**src/rtl/logic_dispatch.sv**
```systemverilog
// Issue front end for the registered 32-bit logic unit: tracks its one-cycle latency and
// buffers tagged results in a credit-controlled FIFO so returned results are never dropped.
module logic_dispatch #(
    parameter int unsigned TAG_W = 5,
    parameter int unsigned DEPTH = 4
) (
    input  logic             clk,
    input  logic             rst,
    input  logic             in_valid,
    output logic             in_ready,
    input  logic [2:0]       in_op,
    input  logic [31:0]      in_a,
    input  logic [31:0]      in_b,
    input  logic [TAG_W-1:0] in_tag,
    output logic [2:0]       lu_op,
    output logic [31:0]      lu_a,
    output logic [31:0]      lu_b,
    input  logic [31:0]      lu_out,
    output logic             res_valid,
    input  logic             res_ready,
    output logic [31:0]      res_data,
    output logic [TAG_W-1:0] res_tag,
    output logic             busy
);

    localparam int unsigned PW = (DEPTH > 1) ? $clog2(DEPTH) : 1;
    localparam int unsigned CW = $clog2(DEPTH + 1);
    localparam logic [CW:0] DepthC = DEPTH[CW:0];
    localparam logic [CW-1:0] CountOne = 1;
    localparam logic [PW-1:0] PtrOne = 1;

    logic [2:0]       lu_op_q;
    logic [31:0]      lu_a_q, lu_b_q;
    logic             s1_valid_q, s2_valid_q;
    logic [TAG_W-1:0] s1_tag_q, s2_tag_q;
    logic [PW-1:0]    rd_ptr_q, wr_ptr_q;
    logic [CW-1:0]    count_q, count_d;
    logic [31:0]      data_mem_q [DEPTH];
    logic [TAG_W-1:0] tag_mem_q [DEPTH];
    logic [CW:0]      occupancy;
    logic             accept, push, pop;

    // Credits count everything already committed to a FIFO slot, so a write never sees it full.
    always_comb begin
        occupancy = {1'b0, count_q} + {{CW{1'b0}}, s1_valid_q} + {{CW{1'b0}}, s2_valid_q};
    end

    assign in_ready  = occupancy < DepthC;
    assign accept    = in_valid & in_ready;
    assign push      = s2_valid_q;
    assign res_valid = (count_q != '0);
    assign pop       = res_valid & res_ready;
    assign busy      = s1_valid_q | s2_valid_q | res_valid;

    assign lu_op = lu_op_q;
    assign lu_a  = lu_a_q;
    assign lu_b  = lu_b_q;

    // Storage is not reset; gating the head keeps the outputs at zero while empty.
    assign res_data = res_valid ? data_mem_q[rd_ptr_q] : '0;
    assign res_tag  = res_valid ? tag_mem_q[rd_ptr_q] : '0;

    always_comb begin
        count_d = count_q;
        if (push && !pop) begin
            count_d = count_q + CountOne;
        end else if (!push && pop) begin
            count_d = count_q - CountOne;
        end
    end

    always_ff @(posedge clk) begin
        if (rst) begin
            lu_op_q    <= '0;
            lu_a_q     <= '0;
            lu_b_q     <= '0;
            s1_valid_q <= 1'b0;
            s2_valid_q <= 1'b0;
            s1_tag_q   <= '0;
            s2_tag_q   <= '0;
            rd_ptr_q   <= '0;
            wr_ptr_q   <= '0;
            count_q    <= '0;
        end else begin
            if (accept) begin
                lu_op_q  <= in_op;
                lu_a_q   <= in_a;
                lu_b_q   <= in_b;
                s1_tag_q <= in_tag;
            end
            s1_valid_q <= accept;
            s2_valid_q <= s1_valid_q;
            s2_tag_q   <= s1_tag_q;
            if (push) begin
                wr_ptr_q <= wr_ptr_q + PtrOne;
            end
            if (pop) begin
                rd_ptr_q <= rd_ptr_q + PtrOne;
            end
            count_q <= count_d;
        end
    end

    always_ff @(posedge clk) begin
        if (push) begin
            data_mem_q[wr_ptr_q] <= lu_out;
            tag_mem_q[wr_ptr_q]  <= s2_tag_q;
        end
    end

endmodule

```
**config.mk**
```make
export PLATFORM = sky130hd
export DESIGN_NAME = logic_dispatch
export DESIGN_NICKNAME = d
export VERILOG_FILES = /design/src/rtl/logic_dispatch.sv
export SDC_FILE = /design/constraint.sdc
export NUM_CORES = 1
export LEC_CHECK = 0
export CORE_MARGIN = 2
export CORE_UTILIZATION = 45
export DETAILED_ROUTE_END_ITERATION = 8
export PLACE_DENSITY = 0.76
export SETUP_SLACK_MARGIN = 0.02
export SYNTH_ARGS = -nofsm -noshare
export SYNTH_HDL_FRONTEND = slang
export SYNTH_SLANG_ARGS = --single-unit
```
**constraint.sdc**
```tcl
create_clock -name clk -period 1.9 [get_ports clk]
set_input_delay 0.57 -clock clk [delete_from_list [all_inputs] [get_ports clk]]
set_output_delay 0.57 -clock clk [all_outputs]
set_load 0.005 [all_outputs]
```
==> results of run 1 <==
-- per-stage QoR --
| stage | hold WS [ns] | setup WS [ns] | power, mW | instances |
|---|---|---|---|---|
| finish | 0.460 | -0.676 | 16.6 | 1135 |
| floorplan | 0.438 | 0.0281 | 8.41 | 604 |
| CTS | 0.463 | -0.682 | 16.7 | 1137 |
| global route | 0.483 | -0.744 | 17.4 | 1135 |
| global placement | 0.454 | -0.437 | 10.7 | 1077 |
| detailed placement | 0.456 | -0.508 | 10.8 | 1077 |
-- cells in the final DEF, fill, tap and decap left out, drive strengths merged --
| cell | instances |
|---|---|
| ha | 6 |
| clkinv | 8 |
| nor2b | 12 |
| or3 | 3 |
| xor2 | 4 |
| inv | 3 |
| bufbuf | 1 |
| mux2 | 5 |
| nor2 | 7 |
| mux2i | 69 |
| dfxtp | 88 |
| clkinvlp | 3 |
| buf | 80 |
| dlygate4sd2 | 67 |
| nand3 | 1 |
| bufinv | 3 |
| and2 | 42 |
| and3 | 1 |
| a21oi | 2 |
| o21ai | 1 |
| nand2b | 134 |
| clkbuf | 30 |
| o31ai | 1 |
| mux4 | 37 |
| edfxtp | 148 |
| fa | 1 |
| xnor2 | 1 |
| o311ai | 1 |
| clkdlybuf4s50 | 106 |
-- area by class of cell --
cell class | count | share of cell area, %
repair buffers | 254 | 20.2
flip-flops and latches | 236 | 47.3
multi-input cells | 328 | 23.8
well taps | 270 | 2.57
clock buffers | 30 | 4.98
clock inverters | 14 | 1.08
inverters | 3 | 0.0857
-- per-layer routing --
layer | part of all wire (%) | track usage, %
met1 | 40 | 23.4
met2 | 50 | 32.7
met3 | 8.7 | 6.32
met4 | 1.2 | 4.10
met5 | 0 | 0
-- what timing repair did --
| item | 4_1_cts | 5_1_grt |
|---|---|---|
| endpoints found under the setup margin | 108 | 78 |
| setup buffers | 10 | 1 |
| resized for setup | 305 | 15 |
| pin swaps | 35 | 1 |
| cloned | 6 | 0 |
-- flip-flops by register name (all words and copies together) (netlist names), named ones only --
| register | count |
|---|---|
| lu_op | 3 |
| s2_tag_q | 5 |
| count_q | 3 |
| tag_mem_q | 20 |
| wr_ptr_q | 2 |
| lu_b | 32 |
| data_mem_q | 128 |
| rd_ptr_q | 2 |
| lu_a | 32 |
| push | 1 |
| s1_valid_q | 1 |
| s1_tag_q | 5 |
-- report_power, final --
part / internal (mW) / switching (mW) / total (mW)
logic: 3.72 / 2.19 / 5.92
registers: 5.83 / 0.196 / 6.03
clock network: 2.84 / 1.85 / 4.69
-- how the worst max path moves through the flow --
stage | startpoint | end | cells after the start
4_1_cts | flip-flop | res_data[1] | 6
6_report | flip-flop | res_data[1] | 6
5_1_grt | flip-flop | res_data[1] | 6
3_5_place_dp | res_ready | count_q[2] | 8
2_1_floorplan | flip-flop | res_data[10] | 4
3_3_place_gp | res_ready | count_q[2] | 8
-- kinds of logic (layout without fill, tap and decap cells) --
group,after synthesis,after routing,synth area share (%)
DFF,236,236,65.9
and+or+nand+nor,200,200,13.1
muxes,111,111,16.9
buffers and inverters,40,301,2.39
adders and majority gates,7,7,1.01
AOI/OAI and AO/OA,5,5,0.332
xor gates and xnor gates,5,5,0.465
==> results by group, run 1 <==
Timing
  • RSZ-0062 raised after global routing: yes
  • Endpoints failing hold: 0
  • Fmax: 388 MHz
  • Minimum clock period after layout: 2.58 ns
  • Slew @ Worst Pin: 0.585 ns
  • Final number of max-transition violations: 0
  • Fin Setup TNS: -22.55 ns
  • Worst setup skew after layout: 0.00800 ns
  • Crit share post-route: 136%
  • Max-Slew Margin vs Limit: 61.0%
  • PnR worst setup slack: -0.676 ns
  • Endpoints failing setup: 41

Logic synthesis
  • Area leader, netlist: edfxtp_1
  • Synth top cells by count: edfxtp_1, nand2b_1, dfxtp_1
  • Mapped Nets: roughly 720
  • Cell variety after synth: 27
  • Cells after Synth: 604
  • Post-synthesis cell area: between 9000 and 10000 um2
  • Ys Warns: 0
  • Async S/R FF share, synth: 0%
  • EDFF count, synth: 148
  • Seq/Total Area, Yosys: 65.9%
  • Count leader, synth: edfxtp_1
  • Syn Area/Cell: between 15 and 20 um2
  • Synth Flop Type: edfxtp_1
  • Top cell type's share of synthesized area: 47.2%
  • Dominant cells by area after synthesis: edfxtp_1, dfxtp_1, nand2b_1
  • Flops & latches, synth: 236

Global routing
  • GRT overflow: 0
  • Largest net degree at the start of global routing: 105
  • First-pass GRT wire length: 32800 um
  • Antenna violations before repair: 0
  • Vias in the first global route: 6102
  • Global Route Usage Sum: 19.0%

Finish
  • Fin area: 13100 um2
  • Antenna diode count: 0
  • Layout cells sized above 1: 24.6%
  • Area Overhead vs Synth: 39.5%
  • Seq. cell area: 6220 um2
  • Multi-input gate area: 3130 um2
  • Post-route core utilization: between 60% and 70%
  • Nets: 962
  • Fill count: about 1400

Detailed routing
  • DR WL/cell: approximately 18 um
  • DR vias/cell: 4.98
  • DR iter-0 viols: 177
  • Post-route ant nets: 0
  • Vias: 5654
  • WL final: 20900 um
  • DRC errors left: 0
  • 1st-pass router iterations: 4

Worst setup path
  • Critical R2R Launch: count_q[2]
  • Most used cell, CP: buf_12
  • CP top delay family: multiplexers
  • Crit end category: output pin
  • Max stage delay on crit path: approximately 0.51 ns
  • CP Max Fanout: 6
  • CP Data Arrival Time: 2.01 ns
  • Buf/Inv on CP: 4
  • Worst flop-to-flop path endpoint: count_q[2]
  • Type of origin of the critical path: flip-flop
  • Reg2Reg Depth: 8
  • Flop2flop setup slack: -0.12 ns
  • Crit path required time: 1.33 ns
  • CP cell instances: buf_12 > buf_12 > buf_16 > mux4_2 > and2_1 > buf_2
  • Kind of critical path: flip-flop to output pin
  • Crit-path slowest cell: mux4_2

Clock tree
  • Clock root cell: clkbuf_16
  • CTS tree: built
  • Worst-path clk slew: 0.06 ns
  • Clock sink count: roughly 240
  • CTS H-tree lvls: 1
  • Worst skew pair latency: 0.50 ns
  • CTS buffer count: 24
  • Hold_buf cts: 0
  • Clock Path Buffers: 3

Place
  • GP Congestion: 0.768
  • Post-DP Area: 12000 um2
  • DP Wirelength: about 13000 um
  • # port buffers: about 210

Floorplanning
  • Initial Utilization: between 40% and 50%
  • I/O pin cnt: roughly 220
  • Die Wd: 149 um
  • Die Y: 149 um
  • Core area: 20400 um2
  • FP Rows: 52
  • Die area: around 22000 um2

Status
  • Status: finished with violations
  • Failing checks: setup timing

Worst hold path
  • Hold path startpoint: s1_tag_q[1]
  • Min-Delay Endpoint: s2_tag_q[1]
  • Hold Path Depth: 1
  • Hold Crit Class: flip-flop to flip-flop

Pwr
  • P per Cell Area: 1270 nW/um2
  • Leakage Power: 5.05 nW
  • IR drop worst, VDD: 603 uV

Job
  • Max-cap check violation count: 0
Power figures use the tool's default switching activity.
==> inputs of run 2 (changes only) <==
--- a/config.mk
+++ b/config.mk
@@ -10,6 +10,7 @@
 export DETAILED_ROUTE_END_ITERATION = 8
 export PLACE_DENSITY = 0.76
 export SETUP_SLACK_MARGIN = 0.02
+export SLEW_MARGIN = 10
 export SYNTH_ARGS = -nofsm -noshare
 export SYNTH_HDL_FRONTEND = slang
 export SYNTH_SLANG_ARGS = --single-unit
==> results of run 2 <==
Final layout, timing and power as in run 1 (identical DEF).
